File: src/rtl/quad_step_decoder.sv
// Quadrature step decoder: synchronises and glitch-filters the A/B channels of an
// encoder or jog switch, then turns each valid Gray-code transition into a one-cycle
// count-enable pulse (step) with a held direction bit (upp) for the mod-N counter.
// A post-reset settle phase lets the synchronisers and filters fill with the real
// input levels so that no spurious step is produced at start-up.

module quad_step_decoder #(
  parameter int unsigned SYNC_STAGES = 2,  // 2..4
  parameter int unsigned FILT_CYCLES = 4   // 1..15
) (
  input  logic clk,
  input  logic reset,
  input  logic a_in,
  input  logic b_in,
  input  logic err_clr,
  output logic step,
  output logic upp,
  output logic err,
  output logic busy
);

  // Settle length covers the synchroniser depth plus one full filter window.
  localparam logic [4:0] SettleMax = 5'(SYNC_STAGES + FILT_CYCLES);
  localparam logic [3:0] FiltLast  = 4'(FILT_CYCLES - 1);

  typedef enum logic [0:0] {
    StInit,
    StRun
  } state_e;

  state_e                 state_q;
  logic [SYNC_STAGES-1:0] sync_a_q;
  logic [SYNC_STAGES-1:0] sync_b_q;
  logic                   filt_a_q;
  logic                   filt_b_q;
  logic [3:0]             cnt_a_q;
  logic [3:0]             cnt_b_q;
  logic [1:0]             prev_q;
  logic [4:0]             settle_q;
  logic                   step_q;
  logic                   upp_q;
  logic                   err_q;
  logic                   busy_q;

  logic                   a_s;
  logic                   b_s;
  logic                   filt_a_d;
  logic                   filt_b_d;
  logic [3:0]             cnt_a_d;
  logic [3:0]             cnt_b_d;
  logic [1:0]             curr;
  logic [1:0]             up_next;
  logic [1:0]             down_next;
  logic                   is_up;
  logic                   is_down;
  logic                   is_illegal;

  assign a_s = sync_a_q[SYNC_STAGES-1];
  assign b_s = sync_b_q[SYNC_STAGES-1];

  // Input synchronisers: plain shift chains, only the last stage is used.
  always_ff @(posedge clk) begin
    if (reset) begin
      sync_a_q <= '0;
      sync_b_q <= '0;
    end else begin
      sync_a_q <= {sync_a_q[SYNC_STAGES-2:0], a_in};
      sync_b_q <= {sync_b_q[SYNC_STAGES-2:0], b_in};
    end
  end

  // Glitch filters: a new level must persist FILT_CYCLES cycles before it is accepted.
  always_comb begin
    filt_a_d = filt_a_q;
    cnt_a_d  = '0;
    if (a_s != filt_a_q) begin
      if (cnt_a_q == FiltLast) begin
        filt_a_d = a_s;
      end else begin
        cnt_a_d = cnt_a_q + 4'd1;
      end
    end

    filt_b_d = filt_b_q;
    cnt_b_d  = '0;
    if (b_s != filt_b_q) begin
      if (cnt_b_q == FiltLast) begin
        filt_b_d = b_s;
      end else begin
        cnt_b_d = cnt_b_q + 4'd1;
      end
    end
  end

  // Gray-code decode of {A,B}: up is 00->10->11->01->00, down is the reverse.
  always_comb begin
    curr      = {filt_a_q, filt_b_q};
    up_next   = 2'b00;
    down_next = 2'b00;
    unique case (prev_q)
      2'b00: begin
        up_next   = 2'b10;
        down_next = 2'b01;
      end
      2'b10: begin
        up_next   = 2'b11;
        down_next = 2'b00;
      end
      2'b11: begin
        up_next   = 2'b01;
        down_next = 2'b10;
      end
      default: begin
        up_next   = 2'b00;
        down_next = 2'b11;
      end
    endcase
    is_up      = (curr == up_next);
    is_down    = (curr == down_next);
    is_illegal = ((curr ^ prev_q) == 2'b11);
  end

  // Control FSM with registered outputs; RUN is left only through reset.
  always_ff @(posedge clk) begin
    if (reset) begin
      state_q  <= StInit;
      filt_a_q <= 1'b0;
      filt_b_q <= 1'b0;
      cnt_a_q  <= '0;
      cnt_b_q  <= '0;
      prev_q   <= 2'b00;
      settle_q <= '0;
      step_q   <= 1'b0;
      upp_q    <= 1'b1;
      err_q    <= 1'b0;
      busy_q   <= 1'b1;
    end else begin
      unique case (state_q)
        StInit: begin
          // Track the synchronised levels directly so RUN starts with prev == curr.
          filt_a_q <= a_s;
          filt_b_q <= b_s;
          prev_q   <= {a_s, b_s};
          cnt_a_q  <= '0;
          cnt_b_q  <= '0;
          step_q   <= 1'b0;
          if (settle_q == SettleMax) begin
            state_q <= StRun;
            busy_q  <= 1'b0;
          end else begin
            settle_q <= settle_q + 5'd1;
          end
        end
        StRun: begin
          filt_a_q <= filt_a_d;
          filt_b_q <= filt_b_d;
          cnt_a_q  <= cnt_a_d;
          cnt_b_q  <= cnt_b_d;
          prev_q   <= curr;
          step_q   <= is_up | is_down;
          if (is_up) begin
            upp_q <= 1'b1;
          end else if (is_down) begin
            upp_q <= 1'b0;
          end
        end
        default: begin
          state_q <= StInit;
        end
      endcase

      // Sticky error: a new illegal transition wins over a coincident clear.
      if ((state_q == StRun) && is_illegal) begin
        err_q <= 1'b1;
      end else if (err_clr) begin
        err_q <= 1'b0;
      end
    end
  end

  assign step = step_q;
  assign upp  = upp_q;
  assign err  = err_q;
  assign busy = busy_q;

endmodule

File: config.mk
export PLATFORM = sky130hd
export DESIGN_NAME = quad_step_decoder
export DESIGN_NICKNAME = d
export VERILOG_FILES = /design/src/rtl/quad_step_decoder.sv
export SDC_FILE = /design/constraint.sdc
export NUM_CORES = 1
export LEC_CHECK = 0
export ABC_CLOCK_PERIOD_IN_PS = 2200
export CORE_ASPECT_RATIO = 1.5
export CORE_MARGIN = 2
export CORE_UTILIZATION = 45
export CTS_CLUSTER_SIZE = 10
export DETAILED_ROUTE_END_ITERATION = 6
export SYNTH_ARGS = -nofsm -noshare
export SYNTH_HDL_FRONTEND = slang
export SYNTH_SLANG_ARGS = --single-unit
File: constraint.sdc
create_clock -name clk -period 2.2 [get_ports clk]
set_clock_uncertainty 0.2 [all_clocks]
set_input_delay 0.55 -clock clk [delete_from_list [all_inputs] [get_ports clk]]
set_output_delay 0.55 -clock clk [all_outputs]
set_load 0.03 [all_outputs]
==> results of run 1 <==
## routing by layer
| layer | part of all wire [%] | global-route usage, % | vias up |
|---|---|---|---|
| met1 | 44 | 15.9 | 345 |
| met3 | 1.3 | 1.72 | 2 |
| li1 | - | - | 392 |
| met5 | 0 | 0 | - |
| met2 | 54 | 25.6 | 2 |
| met4 | 0.89 | 5.68 | 0 |
## through the flow
step | cells | setup slack, ns
after floorplan | 111 | 0.533
after global placement | 138 | 0.322
after detailed placement | 138 | 0.288
after CTS | 142 | 0.0683
after global routing | 142 | 0.0305
final | 142 | 0.0839
## synth_stat cells, drive strengths merged
cell type  number
nand2           3
and4bb          1
o311ai          1
clkbuf          5
or4             1
nand2b          1
xor2            4
a211oi          1
a21o            1
mux2i           2
or3             3
nor2           11
nor2b           5
a21oi           6
nand3           6
inv             7
buf             1
a21bo           2
ha              4
o21ai           5
or3b            2
and3            2
o41ai           1
xnor2           7
dfxtp          26
a32oi           1
a31oi           1
nor3            1
## registers in the layout, indices dropped and copies added (netlist names)
register / cells
filt_b_q: 1
upp: 1
state_q: 1
sync_a_q: 2
cnt_b_q: 4
err: 1
busy: 1
filt_a_q: 1
cnt_a_q: 4
step: 1
prev_q: 2
sync_b_q: 2
settle_q: 5
## cells by family (layout without fill, tap and decap cells)
| group | count (synthesis) | count (layout) | share of synthesized area, % |
|---|---|---|---|
| compound gates | 19 | 19 | 11.6 |
| xor+xnor | 11 | 11 | 9.09 |
| mux | 2 | 2 | 1.89 |
| flops | 26 | 26 | 49.1 |
| fa+ha+maj | 4 | 4 | 4.72 |
| buf+inv | 13 | 21 | 4.72 |
| simple gates | 36 | 36 | 18.9 |
## cell type report
| cell class | instances | area (um^2) |
|---|---|---|
| multi-input combinational | 72 | 489 |
| tap | 23 | 28.8 |
| clock buffer | 4 | 36.3 |
| sequential | 26 | 520 |
| timing repair buffer | 10 | 95.1 |
| inverter | 7 | 26.3 |
| fill | 220 | 1040 |
## worst max-delay path by stage
stage | endpoint | slack (ns) | cells after the start
after floorplan | settle_q[3] | 0.53 | 5
after global placement | cnt_a_q[2] | 0.32 | 4
after detailed placement | cnt_a_q[2] | 0.29 | 4
after CTS | upp | 0.07 | 1
after global routing | upp | 0.03 | 1
final | upp | 0.08 | 1
## power by group through the flow
stage                     clock, mW  combinational, mW  sequential, mW
after global routing          0.259             0.0753           0.503
after global placement            0             0.0649           0.510
after floorplan                   0             0.0410           0.511
after detailed placement          0             0.0669           0.510
final                         0.233             0.0660           0.500
after CTS                     0.249             0.0672           0.500
==> implementation parameters, run 1 <==
Parameter                              Value

Outcome
  Run status    finished clean

Logic synthesis
  Dominant cell type by area after synthesis    dfxtp_1
  Avg Synthesized Cell Area    9.55 um^2
  Cell area after technology mapping    0.00106 mm^2
  Largest cells by area after synthesis    dfxtp_1, xnor2_1, ha_1
  Area share of the largest cell type after synthesis    49.1%
  Number of distinct library cell variants in the gate-level netlist after synthesis    29
  Net Count, Synth    120
  Warnings, synthesis    0
  #FFs+latches synth    26
  Post-synthesis sequential area ratio    49.1%
  Gate count of the mapped netlist    111

Clock tree
  Number of CTS-inserted buffers    3
  Bufs on Longest Clock Path    2
  Clock latency on the worst-skew pair    0.31 ns
  Count of instances resized after the clock tree is built    0
  Number of setup buffers added after CTS    0
  Post-CTS clock slew at the launch and capture registers of the worst setup and hold paths    0.13 ns
  Post-CTS Hold Buffers    0
  H-tree depth reported by CTS    1
  CTS tree    built
  Clock Tree Root    clkbuf_4
  Number of clock sinks    26

Layout
  Most common library cell in the layout ignoring fill and taps    dfxtp_1
  Post-route design area    0.00120 mm^2
  Antenna fix cells    0
  Number of nets in the finished design    129
  Synthesis-to-finish area growth    12.9%
  Top library cells by usage in the layout, fill and taps aside    dfxtp_1, nor2_1, clkdlybuf4s50_1, inv_1, xnor2_1
  Share of the core filled with cells    53.6%
  Layout cells sized above 1    9.24%

Floorplanning
  Starting utilization of the core area    47.5%
  Area of the die    0.00277 mm^2
  Die width    43.6 um
  Site Rows    21
  # IOs    9
  Die height    63.4 um
  Area of the placeable core    0.00223 mm^2

Power and ir drop
  Sw Share    22.1%
  Static leakage power    0.462 nW
  Seq pwr share    62.6%
  VDD IR-drop max    0.396 mV
  Clock Power Share    29.1%
  Post-layout power    0.798 mW
  Reported net switching power    0.176 mW
  Design internal power    0.622 mW
  PwrDens    667 mW/mm^2
  Combinational share of power    8.3%

Worst setup path
  Category of the worst setup path launch point    flip-flop
  Crit-path slowest cell    clkdlybuf4s50_1
  Cell breakdown of the critical path    clkdlybuf4s50_1
  Kind of critical path    reg -> out
  Critical path's largest stage delay    0.68 ns
  Largest delay contributor family on the critical path    buffers and inverters
  Worst path arrival time    1.37 ns
  Count of buffer and inverter cells on the critical path    1
  CP Data Required Time    1.45 ns
  Setup slack of the worst register-to-register path    0.40 ns
  Endpoint class of the critical path    output pin
  Launching point of the worst reg2reg path    settle_q[0]
  Worst Reg2Reg Path Length in Cells    5
  Crit path max fanout    3
  Reg-to-Reg End    settle_q[3]
  Critical Path Start    upp

Min path
  Critical hold path startpoint    sync_b_q[0]
  Hold crit path type    reg -> reg
  End point of the most critical hold path    sync_b_q[1]
  Number of cells traversed by the worst hold path    1

Route
  Initial DRC count    9
  Routed length per instance    11.9 um
  Pre-Repair DR Iteration Count    3
  DRC viols    0
  Final Routed Wirelength    1690 um
  Detailed-route via count    741
  Via-per-instance ratio    5.22
  Number of nets with antenna violations after detailed routing    0

Placement
  Final HPWL from detailed placement    1290 um
  Post-placement cell area    0.00116 mm^2
  Routability congestion estimate from global placement    0.729
  Quantity of I/O buffers inserted on ports    8

GRT
  Initial antenna violation count    0
  Vias in the first global route    773
  Global route total overflow    0
  Largest net degree at the start of global routing    19
  First-pass GRT wire length    3110 um
  Total GRT Usage    14.1%

Run
  Max-Cap Viols    0

Timing
  Pin slew with the least headroom to its limit    0.603 ns
  Final-report hold violation count    0
  Unrepaired setup endpoints after global routing    no
  Final setup violation count    0
  Max Clock Freq    473 MHz
  Tcrit/Tclk final    96.2%
  Worst hold slack after final layout    0.250 ns
  Setup TNS    0 ns
  Number of slew-limit violations in the final report    0
  Worst slew margin relative to its limit    59.8%
  Minimum clock period after layout    2.12 ns
Note: power is estimated with default switching activity, not from simulation.
==> inputs of run 2 (changes only) <==
--- a/config.mk
+++ b/config.mk
@@ -8,9 +8,10 @@
 export ABC_CLOCK_PERIOD_IN_PS = 2200
 export CORE_ASPECT_RATIO = 1.5
 export CORE_MARGIN = 2
-export CORE_UTILIZATION = 45
+export CORE_UTILIZATION = 54
 export CTS_CLUSTER_SIZE = 10
 export DETAILED_ROUTE_END_ITERATION = 6
+export PLACE_DENSITY = 0.75
 export SYNTH_ARGS = -nofsm -noshare
 export SYNTH_HDL_FRONTEND = slang
 export SYNTH_SLANG_ARGS = --single-unit
==> constraint.sdc (replaced) <==
create_clock -name clk -period 2.2 [get_ports clk]
set_clock_uncertainty 0.2 [all_clocks]
set_input_delay 0.22 -clock clk [delete_from_list [all_inputs] [get_ports clk]]
set_output_delay 0.22 -clock clk [all_outputs]
set_load 0.03 [all_outputs]
==> run 2 against run 1 <==
- sequential cell count unchanged
- routed wire length fell by 5.3%
- total power fell by 0.27%
- critical endpoint is now settle_q[3]
- cell count fell by 2.1%
- fmax rose by 16%
- largest cell class unchanged
- register-to-register slack lost 0.03 ns
- global-route usage up 2.6 points
- clock-buffer cell count stayed put
- hold slack worse by 0.0082 ns
- sequential share of layout area increased by 0.37 points
==> implementation parameters, run 2 (synthesis gave the netlist of run 1 again) <==
Parameter                              Value

Worst setup path
  Worst Reg2Reg Path Length in Cells    5 (unchanged)
  Kind of critical path    reg -> reg
  Setup slack of the worst register-to-register path    0.37 ns (-0.03 ns)
  Crit path max fanout    8 (+5)
  Category of the worst setup path launch point    flip-flop
  Endpoint class of the critical path    flip-flop
  Reg-to-Reg End    settle_q[3]
  Worst path arrival time    1.87 ns (+0.50 ns)
  Launching point of the worst reg2reg path    settle_q[0]
  CP Data Required Time    2.25 ns (+0.80 ns)

Route
  Routed length per instance    11.5 um (-3.2%)
  Via-per-instance ratio    5.48 (+5.1%)
  Detailed-route via count    762 (+2.8%)
  Final Routed Wirelength    1600 um (-5.3%)
  DRC viols    0 (unchanged)
  Number of nets with antenna violations after detailed routing    0 (unchanged)
  Initial DRC count    9 (unchanged)
  Pre-Repair DR Iteration Count    3 (unchanged)

Clock tree
  Number of clock sinks    26 (unchanged)
  H-tree depth reported by CTS    1 (unchanged)
  Count of instances resized after the clock tree is built    0 (unchanged)
  Number of CTS-inserted buffers    3 (unchanged)
  Clock latency on the worst-skew pair    0.32 ns (about the same)
  Number of setup buffers added after CTS    0 (unchanged)
  Post-CTS clock slew at the launch and capture registers of the worst setup and hold paths    0.12 ns (about the same)
  CTS tree    built
  Bufs on Longest Clock Path    2 (unchanged)
  Clock Tree Root    clkbuf_4
  Post-CTS Hold Buffers    0 (unchanged)

GRT
  Initial antenna violation count    0 (unchanged)
  First-pass GRT wire length    2690 um (-13%)
  Vias in the first global route    675 (-13%)
  Total GRT Usage    16.8% (+2.6 points)
  Global route total overflow    0 (unchanged)
  Largest net degree at the start of global routing    19 (unchanged)

Layout
  Post-route non-filler standard cell count    139 (-2.1%)
  Post-route design area    0.00119 mm^2 (-0.84%)
  Max reg flops    5 (unchanged)
  Synthesis-to-finish area growth    11.9%
  Most common library cell in the layout ignoring fill and taps    dfxtp_1
  Largest registers    settle_q: 5 flops, cnt_a_q: 4 flops, cnt_b_q: 4 flops
  Layout cells sized above 1    8.47% (-0.77 points)
  Number of nets in the finished design    128 (-0.78%)
  Fill cell instance count of the final layout    152 (-31%)
  Antenna fix cells    0 (unchanged)
  Top library cells by usage in the layout, fill and taps aside    dfxtp_1, nor2_1, clkdlybuf4s50_1, inv_1, xnor2_1
  Top register by number of flip-flops    settle_q

Placement
  Routability congestion estimate from global placement    0.690 (-5.4%)
  Quantity of I/O buffers inserted on ports    8 (unchanged)
  Post-placement cell area    0.00115 mm^2 (-0.86%)
  Final HPWL from detailed placement    1230 um (-4.4%)
  Number of placed instances, taps included    135 (-2.2%)

Timing
  Setup TNS    0 ns (unchanged)
  Pin slew with the least headroom to its limit    0.578 ns (-0.0245 ns)
  Minimum clock period after layout    1.83 ns (-0.291 ns)
  Final setup violation count    0 (unchanged)
  Worst slew margin relative to its limit    61.4% (+1.6 points)
  Worst hold slack after final layout    0.242 ns (-0.00820 ns)
  Max Clock Freq    548 MHz (+16%)
  Number of slew-limit violations in the final report    0 (unchanged)
  Unrepaired setup endpoints after global routing    no
  Tcrit/Tclk final    83.0% (-13 points)
  Final-report hold violation count    0 (unchanged)

Outcome
  Run status    finished clean

Power and ir drop
  PwrDens    671 mW/mm^2 (+0.58%)
  VDD IR-drop max    0.527 mV (+33%)
  Static leakage power    0.458 nW (-1.0%)

Run
  Max-Cap Viols    0 (unchanged)

Floorplanning
  Area of the placeable core    0.00183 mm^2 (-18%)
  Die height    58.3 um (-8.2%)
  Site Rows    19 (-9.5%)
  # IOs    9 (unchanged)
  Starting utilization of the core area    57.9% (+10 points)
  Area of the die    0.00234 mm^2 (-15%)
  Die width    40.2 um (-7.9%)

Min path
  End point of the most critical hold path    sync_a_q[0]
  Hold crit path type    in -> reg
  Number of cells traversed by the worst hold path    2 (+1)
  Critical hold path startpoint    a_in
run 2: how the worst max path moves through the flow:
stage          cells after the start           to   startpoint  slack, ns
3_5_place_dp                       5  settle_q[3]  settle_q[0]       0.39
4_1_cts                            5  settle_q[3]  settle_q[0]       0.35
5_1_grt                            5  settle_q[3]  settle_q[0]       0.31
6_report                           5  settle_q[3]  settle_q[0]       0.37
2_1_floorplan                      5  settle_q[3]  settle_q[0]       0.53
3_3_place_gp                       5  settle_q[3]  settle_q[0]       0.44
run 2: final cells by class:
type / count / area, um^2 / share of cell area [%]
Sequential cell: 26 / 520 / 43.9
Multi-Input combinational cell: 72 / 489 / 41.2
Timing Repair Buffer: 9 / 87.6 / 7.38
Clock buffer: 4 / 36.3 / 3.06
Inverter: 7 / 26.3 / 2.22
Tap cell: 21 / 26.3 / 2.22
run 2: through the flow:
step	power, mW	setup WS (ns)	utilization, %
global route	0.835	0.305	64.8
CTS	0.810	0.351	64.8
detailed placement	0.576	0.387	62.8
global placement	0.572	0.437	62.8
floorplan	0.552	0.533	-
finish	0.796	0.375	64.8
run 2: critical path: stages (launching register included):
cell	delay [ns]
dfxtp_1	0.40
inv_1	0.07
ha_1	0.20
and4bb_4	0.22
or4_1	0.50
a21oi_1	0.17
run 2: power breakdown:
| group | internal (mW) | switching (mW) |
|---|---|---|
| Sequential | 0.486 | 0.0138 |
| Combinational | 0.0340 | 0.0295 |
| Clock | 0.101 | 0.132 |
run 2: per-layer routing:
metal	track usage, %	part of all wire, %
met1	18.2	41
met2	28.1	53
met3	2.30	2.1
met4	11.4	3.2
met5	0	0
